**src/rtl/pe_array_dispatch_cntl_pkg.sv**
```systemverilog
// Shared encodings for the PE-array command dispatcher: command types,
// controller states and the array's PE-count constant.
package pe_array_dispatch_cntl_pkg;

  localparam int PE_COUNT = 64;

  typedef enum logic [1:0] {
    CMD_UNICAST = 2'd0,
    CMD_BCAST   = 2'd1,
    CMD_SYNC    = 2'd2,
    CMD_RSVD    = 2'd3
  } cmd_type_e;

  typedef enum logic [2:0] {
    ST_IDLE      = 3'd0,
    ST_ISSUE     = 3'd1,
    ST_BCAST     = 3'd2,
    ST_SYNC_WAIT = 3'd3,
    ST_SYNC_REL  = 3'd4
  } state_e;

endpackage

```
**src/rtl/pe_array_dispatch_cntl_fifo.sv**
```systemverilog
// Small synchronous command FIFO; pointers wrap naturally and an extra count
// bit distinguishes full from empty.
module dsp_cmd_fifo #(
  parameter int WIDTH = 72,
  parameter int DEPTH = 4
) (
  input  logic                       clk,
  input  logic                       reset_poweron,
  input  logic                       i_push,
  input  logic [WIDTH-1:0]           i_wdata,
  input  logic                       i_pop,
  output logic [WIDTH-1:0]           o_rdata,
  output logic                       o_full,
  output logic                       o_empty,
  output logic [$clog2(DEPTH):0]     o_count
);
  localparam int AW = $clog2(DEPTH);

  logic [WIDTH-1:0] r_mem [DEPTH];
  logic [AW-1:0]    r_wr_ptr;
  logic [AW-1:0]    r_rd_ptr;
  logic [AW:0]      r_count;
  logic             w_push;
  logic             w_pop;

  assign o_full  = (r_count == (AW+1)'(DEPTH));
  assign o_empty = (r_count == '0);
  assign o_count = r_count;
  assign o_rdata = r_mem[r_rd_ptr];
  assign w_push  = i_push & ~o_full;
  assign w_pop   = i_pop & ~o_empty;

  // NOTE: sequential state uses non-blocking assignments so every flop samples pre-edge values.
  always_ff @(posedge clk) begin
    if (reset_poweron) begin
      r_wr_ptr <= '0;
      r_rd_ptr <= '0;
      r_count  <= '0;
    end else begin
      if (w_push) r_wr_ptr <= r_wr_ptr + 1'b1;
      if (w_pop)  r_rd_ptr <= r_rd_ptr + 1'b1;
      r_count <= r_count + (AW+1)'(w_push) - (AW+1)'(w_pop);
    end
  end

  // NOTE: storage is deliberately not reset; the count alone decides which entries are valid.
  always_ff @(posedge clk) begin
    if (w_push) r_mem[r_wr_ptr] <= i_wdata;
  end

endmodule

```
**src/rtl/pe_array_dispatch_cntl.sv**
```systemverilog
// Command dispatcher and barrier controller: buffers stack-bus commands and
// delivers them to one PE or all PEs, and sequences array-wide barriers.
module pe_array_dispatch_cntl
  import pe_array_dispatch_cntl_pkg::*;
#(
  parameter int NUM_PE     = PE_COUNT,
  parameter int PE_ID_W    = 6,
  parameter int DATA_W     = 64,
  parameter int FIFO_DEPTH = 4
) (
  input  logic                clk,
  input  logic                reset_poweron,
  input  logic                stbd__dsp__valid,
  output logic                dsp__stbd__ready,
  input  logic [1:0]          stbd__dsp__type,
  input  logic [PE_ID_W-1:0]  stbd__dsp__peId,
  input  logic [DATA_W-1:0]   stbd__dsp__data,
  output logic [NUM_PE-1:0]   dsp__pe__valid,
  output logic [DATA_W-1:0]   dsp__pe__data,
  input  logic [NUM_PE-1:0]   pe__dsp__ready,
  input  logic [NUM_PE-1:0]   pe__sys__thisSynchronized,
  output logic                sys__pe__allSynchronized,
  output logic                dsp__sys__busy,
  output logic                dsp__sys__err
);
  localparam int CMD_W = 2 + PE_ID_W + DATA_W;
  localparam int CNT_W = $clog2(FIFO_DEPTH) + 1;

  typedef struct packed {
    cmd_type_e            typ;
    logic [PE_ID_W-1:0]   pe_id;
    logic [DATA_W-1:0]    data;
  } cmd_t;

  state_e            r_state;
  logic [NUM_PE-1:0] r_valid;
  logic [DATA_W-1:0] r_data;
  logic              r_allsync;
  logic              r_busy;
  logic              r_err;

  state_e            w_state_nxt;
  logic [NUM_PE-1:0] w_valid_nxt;
  logic [NUM_PE-1:0] w_left;
  logic              w_err_nxt;
  logic              w_load;
  logic              w_pop;
  logic              w_push;
  logic              w_full;
  logic              w_empty;
  logic [CNT_W-1:0]  w_count;
  logic [CNT_W-1:0]  w_count_nxt;
  logic [CMD_W-1:0]  w_head_bits;
  cmd_t              w_head;
  logic              w_bad_id;

  assign dsp__stbd__ready = ~w_full;
  assign w_push           = stbd__dsp__valid & ~w_full;
  assign w_head           = w_head_bits;
  assign w_bad_id         = (32'(w_head.pe_id) >= NUM_PE);

  dsp_cmd_fifo #(
    .WIDTH (CMD_W),
    .DEPTH (FIFO_DEPTH)
  ) u_fifo (
    .clk           (clk),
    .reset_poweron (reset_poweron),
    .i_push        (w_push),
    .i_wdata       ({stbd__dsp__type, stbd__dsp__peId, stbd__dsp__data}),
    .i_pop         (w_pop),
    .o_rdata       (w_head_bits),
    .o_full        (w_full),
    .o_empty       (w_empty),
    .o_count       (w_count)
  );

  // Bits still waiting for their PE after this edge's handshakes.
  assign w_left = r_valid & ~pe__dsp__ready;

  // NOTE: every variable gets a default first so no path through the case infers a latch.
  always_comb begin
    w_state_nxt = r_state;
    w_valid_nxt = r_valid;
    w_err_nxt   = r_err;
    w_load      = 1'b0;
    unique case (r_state)
      ST_IDLE:      w_load = 1'b1;
      ST_ISSUE,
      ST_BCAST: begin
        w_valid_nxt = w_left;
        w_load      = (w_left == '0);
      end
      ST_SYNC_WAIT: if (&pe__sys__thisSynchronized) w_state_nxt = ST_SYNC_REL;
      ST_SYNC_REL:  w_load = 1'b1;
      default:      w_state_nxt = ST_IDLE;
    endcase

    if (w_load) begin
      w_state_nxt = ST_IDLE;
      w_valid_nxt = '0;
      if (!w_empty) begin
        unique case (w_head.typ)
          CMD_UNICAST: begin
            if (w_bad_id) begin
              w_err_nxt = 1'b1;
            end else begin
              w_valid_nxt = NUM_PE'(1) << w_head.pe_id;
              w_state_nxt = ST_ISSUE;
            end
          end
          CMD_BCAST: begin
            w_valid_nxt = '1;
            w_state_nxt = ST_BCAST;
          end
          CMD_SYNC:    w_state_nxt = ST_SYNC_WAIT;
          default:     w_err_nxt   = 1'b1;
        endcase
      end
    end
  end

  assign w_pop       = w_load & ~w_empty;
  assign w_count_nxt = w_count + CNT_W'(w_push) - CNT_W'(w_pop);

  always_ff @(posedge clk) begin
    if (reset_poweron) begin
      r_state   <= ST_IDLE;
      r_valid   <= '0;
      r_data    <= '0;
      r_allsync <= 1'b0;
      r_busy    <= 1'b0;
      r_err     <= 1'b0;
    end else begin
      r_state   <= w_state_nxt;
      r_valid   <= w_valid_nxt;
      r_allsync <= (w_state_nxt == ST_SYNC_REL);
      r_busy    <= (w_count_nxt != '0) || (w_state_nxt != ST_IDLE);
      r_err     <= w_err_nxt;
      if (w_pop) r_data <= w_head.data;
    end
  end

  assign dsp__pe__valid           = r_valid;
  assign dsp__pe__data            = r_data;
  assign sys__pe__allSynchronized = r_allsync;
  assign dsp__sys__busy           = r_busy;
  assign dsp__sys__err            = r_err;

endmodule

```
**config.mk**
```make
export PLATFORM = sky130hd
export DESIGN_NAME = pe_array_dispatch_cntl
export DESIGN_NICKNAME = d
export VERILOG_FILES = /design/src/rtl/pe_array_dispatch_cntl_pkg.sv /design/src/rtl/pe_array_dispatch_cntl_fifo.sv /design/src/rtl/pe_array_dispatch_cntl.sv
export SDC_FILE = /design/constraint.sdc
export NUM_CORES = 1
export LEC_CHECK = 0
export ABC_CLOCK_PERIOD_IN_PS = 4710
export CORE_MARGIN = 2
export CORE_UTILIZATION = 40
export DETAILED_ROUTE_END_ITERATION = 10
export GPL_TIMING_DRIVEN = 0
export PLACE_DENSITY_LB_ADDON = 0.08
export SYNTH_ARGS = -nofsm -noshare
export SYNTH_HDL_FRONTEND = slang
export SYNTH_HIERARCHICAL = 1
export SYNTH_SLANG_ARGS = --single-unit
export TNS_END_PERCENT = 100
```
**constraint.sdc**
```tcl
create_clock -name clk -period 4.71 [get_ports clk]
set_clock_uncertainty 0.15 [all_clocks]
set_input_delay 0.942 -clock clk [delete_from_list [all_inputs] [get_ports clk]]
set_output_delay 0.942 -clock clk [all_outputs]
set_load 0.005 [all_outputs]
```
==> metrics list, run 1 <==
- Status: finished clean
- Number of detailed-route iterations in the first pass: 5
- Type of element capturing the critical path: register
* Cells on worst reg2reg path: 9
* Boundary Pins: between 300 and 400
- Worst slack at placement: -0.1950 ns
* Global-route usage over all layers: 22.67%
- Proportion of layout cells with a drive suffix above 1: about a tenth
- The count of final hold-check violations was 0.
- For this design the static power due to leakage is between 0.007 and 0.008 uW.
* Instance count along the most critical hold path: 2
* Final Cycle Share: between 90 and 100%
- Setup violation total in the final timing report: 0
- At the end of routability-driven placement, the weighted congestion stood at 0.9588.
* Drt total wl: a little over 50000 um
- The tree built by TritonCTS fans out to 431 sinks.
* Drt first-iter violations: a little under 900
- For the worst setup path, the data required time is approximately 5.0 ns.
- Max-cap violations in this run came to 0.
* H-tree Lvls: 2
- In the final design database the tool counted 1892 nets.
- The final number of max-transition violations came to 0.
- Post-Synth Simple-Gate Area: 5.166%
- Distinct cells, synth: 47
- Setup repair after global routing left no endpoint under its margin.
- Across all register-to-register paths, the minimum setup slack is around 0.5 ns.
- Area growth, synth to finish: 32.09%
- Yosys printed 6 warnings.
- STA puts the critical path data arrival time at roughly 4.7 ns.
- Detailed-route wire length per cell: between 20 and 25 um
- Averaged over all synthesized cells, the footprint is 13.58 um2.
* Clk slew on worst S/H paths: 0.06 ns
- Dpl hpwl: approximately 36000 um
- Hold timing on the final database bottoms out at a slack of 0.3207 ns.
* Main flop type after synthesis: sky130_fd_sc_hd__edfxtp_1
- Horiz. Die Dim: 213.4 um
* Path category of the worst min-delay check: register to register
- Overflow after GRT: 0
- Across the VDD grid, the largest voltage drop is between 0.3 and 0.4 mV.
- In the routed design, unresolved DRC markers number 0.
- The count of nets left with antenna violations once routing finished came out at 0.
- Port-buffer cells: approximately 330
- Async S/R FF share, synth: 0%
- Layout filler cell count: around 3.8k
* Maximum fanout along the worst path: 10
- Global-route wire length before repair: ~77000 um
- Via-to-Cell Ratio: ~5.3
- Number of CTS-inserted buffers: 46
- Die boundary height: roughly 210 um
- Fin Setup TNS: 0 ns
* Main combinational cell family by area after synthesis: compound AO/OA/AOI/OAI gates
* Type of origin of the critical path: input port
- The clock passes through at most 3 buffers.
- In this run the power density over the cells is around 580 mW/mm2.
- Number of global-route vias before repair: 12.49k
- DIE AREA: 0.04553 mm2
* Starting density of the core: between 40% and 50%
* Buffers inserted during post-CTS setup optimization: 0
- The core region is approximately 0.043 mm2.
- Later-pin clock latency in the skew report: between 0.5 and 0.6 ns
* Share of synthesized area spent on multiplexers: a little under a tenth
- The number of nets in the synthesized netlist is about 1.5k.
- Entering global routing, the biggest net connects 55 pins.
* Number of instances in the synthesized netlist: 1291
- In this run the tightest slew margin relative to its limit is approximately 11%.
* Cell area after technology mapping: 0.01754 mm2
- Slew of the pin with the lowest slew margin: 1.330 ns
* Count of vias placed by the detailed router: about 12k
* Worst setup path category: input port to register
- Rows: 76
- The number of antenna violations at the first check in global routing came to 7.
- TritonCTS built the clock tree.
- Number of gates given a new drive strength after cts: 0
- Once routing completed, OpenROAD measured the worst setup slack at roughly 0.33 ns.
- Highest achievable clock rate: ~230 MHz
* Hold buffers post-CTS: 0
- For this run, the register share of the synthesized area comes to between 60% and 70%.
* Final core utilization: a little over half
- Post-synthesis share of cell area spent on full adders, half adders and majority gates: approximately 1.1%
- Area fraction in compound gates after synthesis: 12.34%
- Of the total synthesized cell area, the portion taken by XOR and XNOR cells is less than 1%.
- Cell chosen for the clock root: sky130_fd_sc_hd__clkbuf_16
- Clock period minus final worst setup slack: ~4.4 ns
* #FFs+latches synth: around 430
- Count of flip-flops with a built-in enable after synthesis: 288
## power breakdown
| group | leakage [uW] | switching [uW] | total (uW) | internal [uW] |
|---|---|---|---|---|
| logic | 0.00309 | 2760 | 4840 | 2080 |
| registers | 0.00380 | 344 | 5110 | 4770 |
| clock network | 0.000704 | 1450 | 3440 | 1990 |
## logic make-up after synthesis
family,after synthesis
muxes,73
and+or+nand+nor,168
buffers and inverters,239
AOI/OAI and AO/OA,361
adders and majority gates,14
xor gates and xnor gates,5
DFF,431
## path summary, 6_finish.rpt
path / from / endpoint
worst max register to register: register / dsp__pe__valid[0]
worst min register to register: dsp__sys__err / dsp__sys__err
worst max-delay path: pe__dsp__ready[25] / u_fifo/o_count[2]
worst min-delay path: dsp__sys__err / dsp__sys__err
## registers in the layout (all words and copies together) (netlist names), 2 cells and up, named ones only
signal,flops
u_fifo/r_mem,288
dsp__pe__data,64
dsp__pe__valid,64
r_state,3
u_fifo/o_count,3
u_fifo/r_rd_ptr,2
u_fifo/r_wr_ptr,2
## synth_stat cells (all sizes together), types with 4 or more instances
master	instances	area share, %
nor2	19	0.41
a21oi	195	5.6
nand4	17	0.61
o22ai	18	0.64
buf	32	1.8
and2	4	0.14
nand3	65	1.9
clkbuf	61	1.3
mux4	72	9.3
inv	146	3.1
nor3	8	0.23
nand2b	22	0.78
o32ai	64	3.4
nor4	13	0.46
nand2	8	0.17
o21ai	67	1.9
ha	11	0.78
edfxtp	288	49
dfxtp	143	16
o2111ai	5	0.25
## stage by stage
step | area [um2] | instances | power (uW)
2_1_floorplan | 17540 | 1291 | 7774
3_3_place_gp | 21600 | 2209 | 10000
3_5_place_dp | 21720 | 2213 | 10060
4_1_cts | 23150 | 2297 | 13540
5_1_grt | 23160 | 2299 | 14140
6_report | 23160 | 2302 | 13400
## cells in the final DEF (no fill, tap or decap), types with 6 or more instances in the layout
cell type                         instances
sky130_fd_sc_hd__a21oi_1                195
sky130_fd_sc_hd__buf_12                   7
sky130_fd_sc_hd__buf_2                   12
sky130_fd_sc_hd__buf_6                    8
sky130_fd_sc_hd__clkbuf_1                72
sky130_fd_sc_hd__clkbuf_16               46
sky130_fd_sc_hd__clkdlybuf4s50_1        333
sky130_fd_sc_hd__clkinv_1                 6
sky130_fd_sc_hd__clkinv_2                11
sky130_fd_sc_hd__dfxtp_1                143
sky130_fd_sc_hd__edfxtp_1               288
sky130_fd_sc_hd__ha_1                    11
sky130_fd_sc_hd__inv_1                  146
sky130_fd_sc_hd__mux4_2                  70
sky130_fd_sc_hd__nand2_1                  8
sky130_fd_sc_hd__nand2b_1                22
sky130_fd_sc_hd__nand3_1                 65
sky130_fd_sc_hd__nand4_1                 17
sky130_fd_sc_hd__nor2_1                  19
sky130_fd_sc_hd__nor3_1                   8
sky130_fd_sc_hd__nor4_1                  13
sky130_fd_sc_hd__o21ai_0                 67
sky130_fd_sc_hd__o22ai_1                 18
sky130_fd_sc_hd__o32ai_1                 59
## per-layer routing
| layer | part of all wire, % | wire length (um) | GRT usage (%) |
|---|---|---|---|
| met5 | 0.096 | 50 | 0 |
| met4 | 2.4 | 1238 | 7.208 |
| met3 | 7.1 | 3686 | 4.760 |
| met2 | 47 | 24150 | 36.37 |
| met1 | 44 | 22730 | 31.03 |
## cell type report
type	count	area, um2	area share, %
clock buffer	62	1261	5.445
buffer	93	538.0	2.323
sequential	431	11510	49.69
clock inverter	22	168.9	0.7292
tap	585	732.0	3.160
timing repair buffer	337	3443	14.86
multi-input combinational	621	4950	21.37
antenna	5	12.51	0.05401
inverter	146	548.0	2.366
## worst max-delay path: stages
cell and delay, ns:
sky130_fd_sc_hd__clkdlybuf4s50_1 0.51, sky130_fd_sc_hd__nand2b_1 0.21, sky130_fd_sc_hd__o221ai_1 0.16, sky130_fd_sc_hd__nor4_1 0.27, sky130_fd_sc_hd__and4_1 0.43, sky130_fd_sc_hd__a21boi_2 0.15
sky130_fd_sc_hd__clkbuf_1 0.25, sky130_fd_sc_hd__nor2_1 0.36, sky130_fd_sc_hd__o31ai_1 0.18, sky130_fd_sc_hd__inv_1 0.09, sky130_fd_sc_hd__ha_1 0.12, sky130_fd_sc_hd__inv_1 0.04
sky130_fd_sc_hd__ha_1 0.19, sky130_fd_sc_hd__fa_1 0.38, sky130_fd_sc_hd__xnor2_1 0.20, sky130_fd_sc_hd__xnor2_1 0.13, sky130_fd_sc_hd__nor2_1 0.05
Power figures use the tool's default switching activity.
==> inputs of run 2 (changes only) <==
--- a/config.mk
+++ b/config.mk
@@ -11,3 +11,2 @@
 export DETAILED_ROUTE_END_ITERATION = 10
-export GPL_TIMING_DRIVEN = 0
 export PLACE_DENSITY_LB_ADDON = 0.08
--- a/constraint.sdc
+++ b/constraint.sdc
@@ -4,2 +4,2 @@
 set_output_delay 0.942 -clock clk [all_outputs]
-set_load 0.005 [all_outputs]
+set_load 0.1 [all_outputs]
==> run 2 against run 1 <==
Sequential power about the same. Routed wire length shrank 3.9%. Clock power is 18% higher. Fmax grew 11%. Non-clock buffer count shrank 72. Power is 24% higher. Design area shrank 0.23%. Register-to-register slack better by 0.81 ns. First-iteration DRC count shrank 1.6%. Clock-buffer cell count unchanged. Die area unchanged.
==> metrics list, run 2 (synthesis gave the netlist of run 1 again) <==
* Status: finished clean (unchanged)
- The most common library cell in the layout ignoring fill and taps is sky130_fd_sc_hd__clkdlybuf4s50_1 (unchanged).
- The internal portion of total power was 9304 uW (was 8838 uW).
* Proportion of power drawn by the clock network: 24.5% (was 25.7%)
- Clk slew on worst S/H paths: 0.06 ns (about the same)
* Worst EP required: 4.99 ns (was 5.00 ns)
- Type of origin of the critical path: input port (unchanged)
* Drt total wl: 49850 um (was 51860 um)
- Die boundary height: 213.4 um (unchanged)
- Overflow after GRT: 0 (unchanged)
- The post-detailed-placement cell area came to 0.02138 mm2 (was 0.02172 mm2).
- The maximum achievable frequency was 252.3 MHz (was 228.3 MHz).
* Fin Setup TNS: 0 ns (unchanged)
- The master cell of the clock root buffer is sky130_fd_sc_hd__clkbuf_16 (unchanged).
* Detailed-route wire length per cell: 22.31 um (was 22.53 um)
- CTS Sinks: 431 (unchanged)
- The final HPWL from detailed placement was 31080 um (was 36280 um).
- The tightest slew margin relative to the limit came to 25.41% (was 11.17%).
- Number of global-route vias before repair: 12.06k (was 12.49k)
- The leakage power total came to 0.007605 uW (was 0.007597 uW).
* Clock tree buffer depth: 3 (unchanged)
* Buffers inserted during post-CTS setup optimization: 0 (unchanged)
- RSZ-0062 raised after global routing: false (unchanged).
* Maximum number of pins on one net before global-route repair: 129 (was 55)
- The number of max-cap violations was 0 (unchanged).
* # nets final: 1821 (was 1892)
* Most frequent cells in the layout: 333 x sky130_fd_sc_hd__clkdlybuf4s50_1, 288 x sky130_fd_sc_hd__edfxtp_1, 195 x sky130_fd_sc_hd__a21oi_1 (unchanged)
* Critical path arrival: 4.25 ns (was 4.68 ns)
- The detailed-route DRC error count is 0 (unchanged).
* Count of vias placed by the detailed router: 12.02k (was 12.28k)
- Port-buffer cells: 334 (was 333)
* Clock period minus final worst setup slack: 3.964 ns (was 4.381 ns)
- Path category of the worst min-delay check: register to register (unchanged)
- Maximum fanout along the worst path: 4 (was 10)
- Number of gates given a new drive strength after cts: 0 (unchanged)
- The global-route usage over all layers came to 21.92% (was 22.67%).
- The portion of the clock cycle consumed by the worst path in the final layout came to 84.16% (was 93.01%).
* Number of CTS-inserted buffers: 47 (was 46)
- The net switching share of the total power came to 43.91% (was 34.03%).
- Worst slack at placement: 0.1441 ns (was -0.1950 ns)
- Number of detailed-route iterations in the first pass: 5 (unchanged)
* Maximum VDD drop: 0.6329 mV (was 0.3172 mV)
* Register ranked first by flip-flop count: u_fifo/r_mem (unchanged)
- The switching power of the nets is 7285 uW (was 4558 uW).
- The H-tree depth reported by CTS came to 2 (unchanged).
- Final RePlAce weighted congestion: 0.8703 (was 0.9588)
- Starting density of the core: 40.62% (unchanged)
- Layout filler cell count: 3728 (was 3801)
* Hold buffers post-CTS: 0 (unchanged)
- The area inside the core boundary is 0.04317 mm2 (unchanged).
* Global-route wire length before repair: 75020 um (was 76570 um)
* Area growth, synth to finish: 31.79% (was 32.09%)
* Rows: 76 (unchanged)
- Proportion of layout cells with a drive suffix above 1: 11.44% (was 10.46%)
- Portion of total power attributed to sequential cells: 30.9% (was 38.2%)
- Horiz. Die Dim: 213.4 um (unchanged)
- The clock tree from TritonCTS is built (unchanged).
- The total power consumption of the routed design came to 16590 uW (was 13400 uW).
- The worst-case setup margin in the final layout came to 0.7461 ns (was 0.3291 ns).
- DIE AREA: 0.04553 mm2 (unchanged)
- Flip-flop count of the largest register after layout: 288 (unchanged)
* Register-to-register setup slack: 1.32 ns (was 0.51 ns)
* Drt first-iter violations: 870 (was 884)
* Post-detailed-route count of antenna-violating nets: 0 (unchanged)
- Cell area after layout: 0.02311 mm2 (was 0.02316 mm2)
- Via-to-Cell Ratio: 5.380 (was 5.334)
* Antenna violations before repair: 6 (was 7)
* Setup violation total in the final timing report: 0 (unchanged)
- Worst setup path category: input port to register (unchanged)
- Final Max Slew Viols: 0 (unchanged)
- Boundary Pins: 335 (unchanged)
- The critical path endpoint category is a register (unchanged).
- Power density over the cells: 717.8 mW/mm2 (was 578.3 mW/mm2)
- Later-pin clock latency in the skew report: 0.58 ns (was 0.57 ns)
- Slew of the pin with the lowest slew margin: 1.115 ns (was 1.330 ns)
* Hold Violations, Final: 0 (unchanged)
- The combinational share of power is 44.6% (was 36.1%).
-- run 2: changes by cell type in the layout (fill, tap and decap cells not counted), sizes merged --
| cell | change |
|---|---|
| inv | +1 |
| clkinv | -5 |
| clkbuf | -61 |
| bufinv | +9 |
| buf | -11 |
| clkinvlp | -1 |
-- run 2: area by class of cell --
| type | instances | area [um2] | area share (%) |
|---|---|---|---|
| tap | 585 | 732.0 | 3.167 |
| sequential | 431 | 11520 | 49.84 |
| inverter | 146 | 548.0 | 2.371 |
| timing repair buffer | 358 | 3608 | 15.61 |
| antenna | 5 | 12.51 | 0.05414 |
| clock inverter | 26 | 415.4 | 1.797 |
| multi-input combinational | 621 | 4974 | 21.52 |
| clock buffer | 62 | 1304 | 5.641 |
-- run 2: power groups by stage --
stage | combinational [uW] | clock [uW] | sequential [uW]
2_1_floorplan | 2670 | 0 | 7890
3_3_place_gp | 7420 | 0 | 5200
3_5_place_dp | 7450 | 0 | 5210
4_1_cts | 7470 | 4150 | 5140
5_1_grt | 7830 | 4300 | 5200
6_report | 7400 | 4060 | 5130
-- run 2: routing by layer --
layer	global-route usage [%]	vias up	routed length, um
li1	-	5542	-
met1	31.00	6042	22310
met3	4.540	51	3449
met4	5.723	4	814
met2	34.70	379	23240
met5	0	-	28
-- run 2: final timing paths --
kind | from | endpoint | cells after the start
hold / removal | dsp__sys__err | dsp__sys__err | 2
setup reg to reg | dsp__pe__valid[26] | u_fifo/o_count[2] | 15
hold reg to reg | dsp__sys__err | dsp__sys__err | 2
setup / recovery | pe__dsp__ready[26] | u_fifo/o_count[2] | 16
-- run 2: per-stage QoR --
stage | hold WS [ns] | instances | util [%]
CTS | 0.3214 | 2229 | 53.51
finish | 0.3172 | 2234 | 53.54
global route | 0.3390 | 2230 | 53.51
global placement | 0.2992 | 2141 | 49.52
floorplan | 0.3091 | 1291 | -
detailed placement | 0.3075 | 2141 | 49.52
-- run 2: critical path, stage by stage --
cell and delay [ns]:
sky130_fd_sc_hd__clkdlybuf4s50_1 0.48, sky130_fd_sc_hd__nand2b_1 0.26, sky130_fd_sc_hd__o2111ai_1 0.16, sky130_fd_sc_hd__nor4_1 0.33, sky130_fd_sc_hd__and4_1 0.42, sky130_fd_sc_hd__a21boi_4 0.12
sky130_fd_sc_hd__nor2_1 0.20, sky130_fd_sc_hd__o31ai_1 0.15, sky130_fd_sc_hd__inv_1 0.08, sky130_fd_sc_hd__ha_1 0.12, sky130_fd_sc_hd__inv_1 0.04, sky130_fd_sc_hd__ha_1 0.18
sky130_fd_sc_hd__fa_1 0.38, sky130_fd_sc_hd__xnor2_1 0.19, sky130_fd_sc_hd__xnor2_1 0.14, sky130_fd_sc_hd__nor2_1 0.05
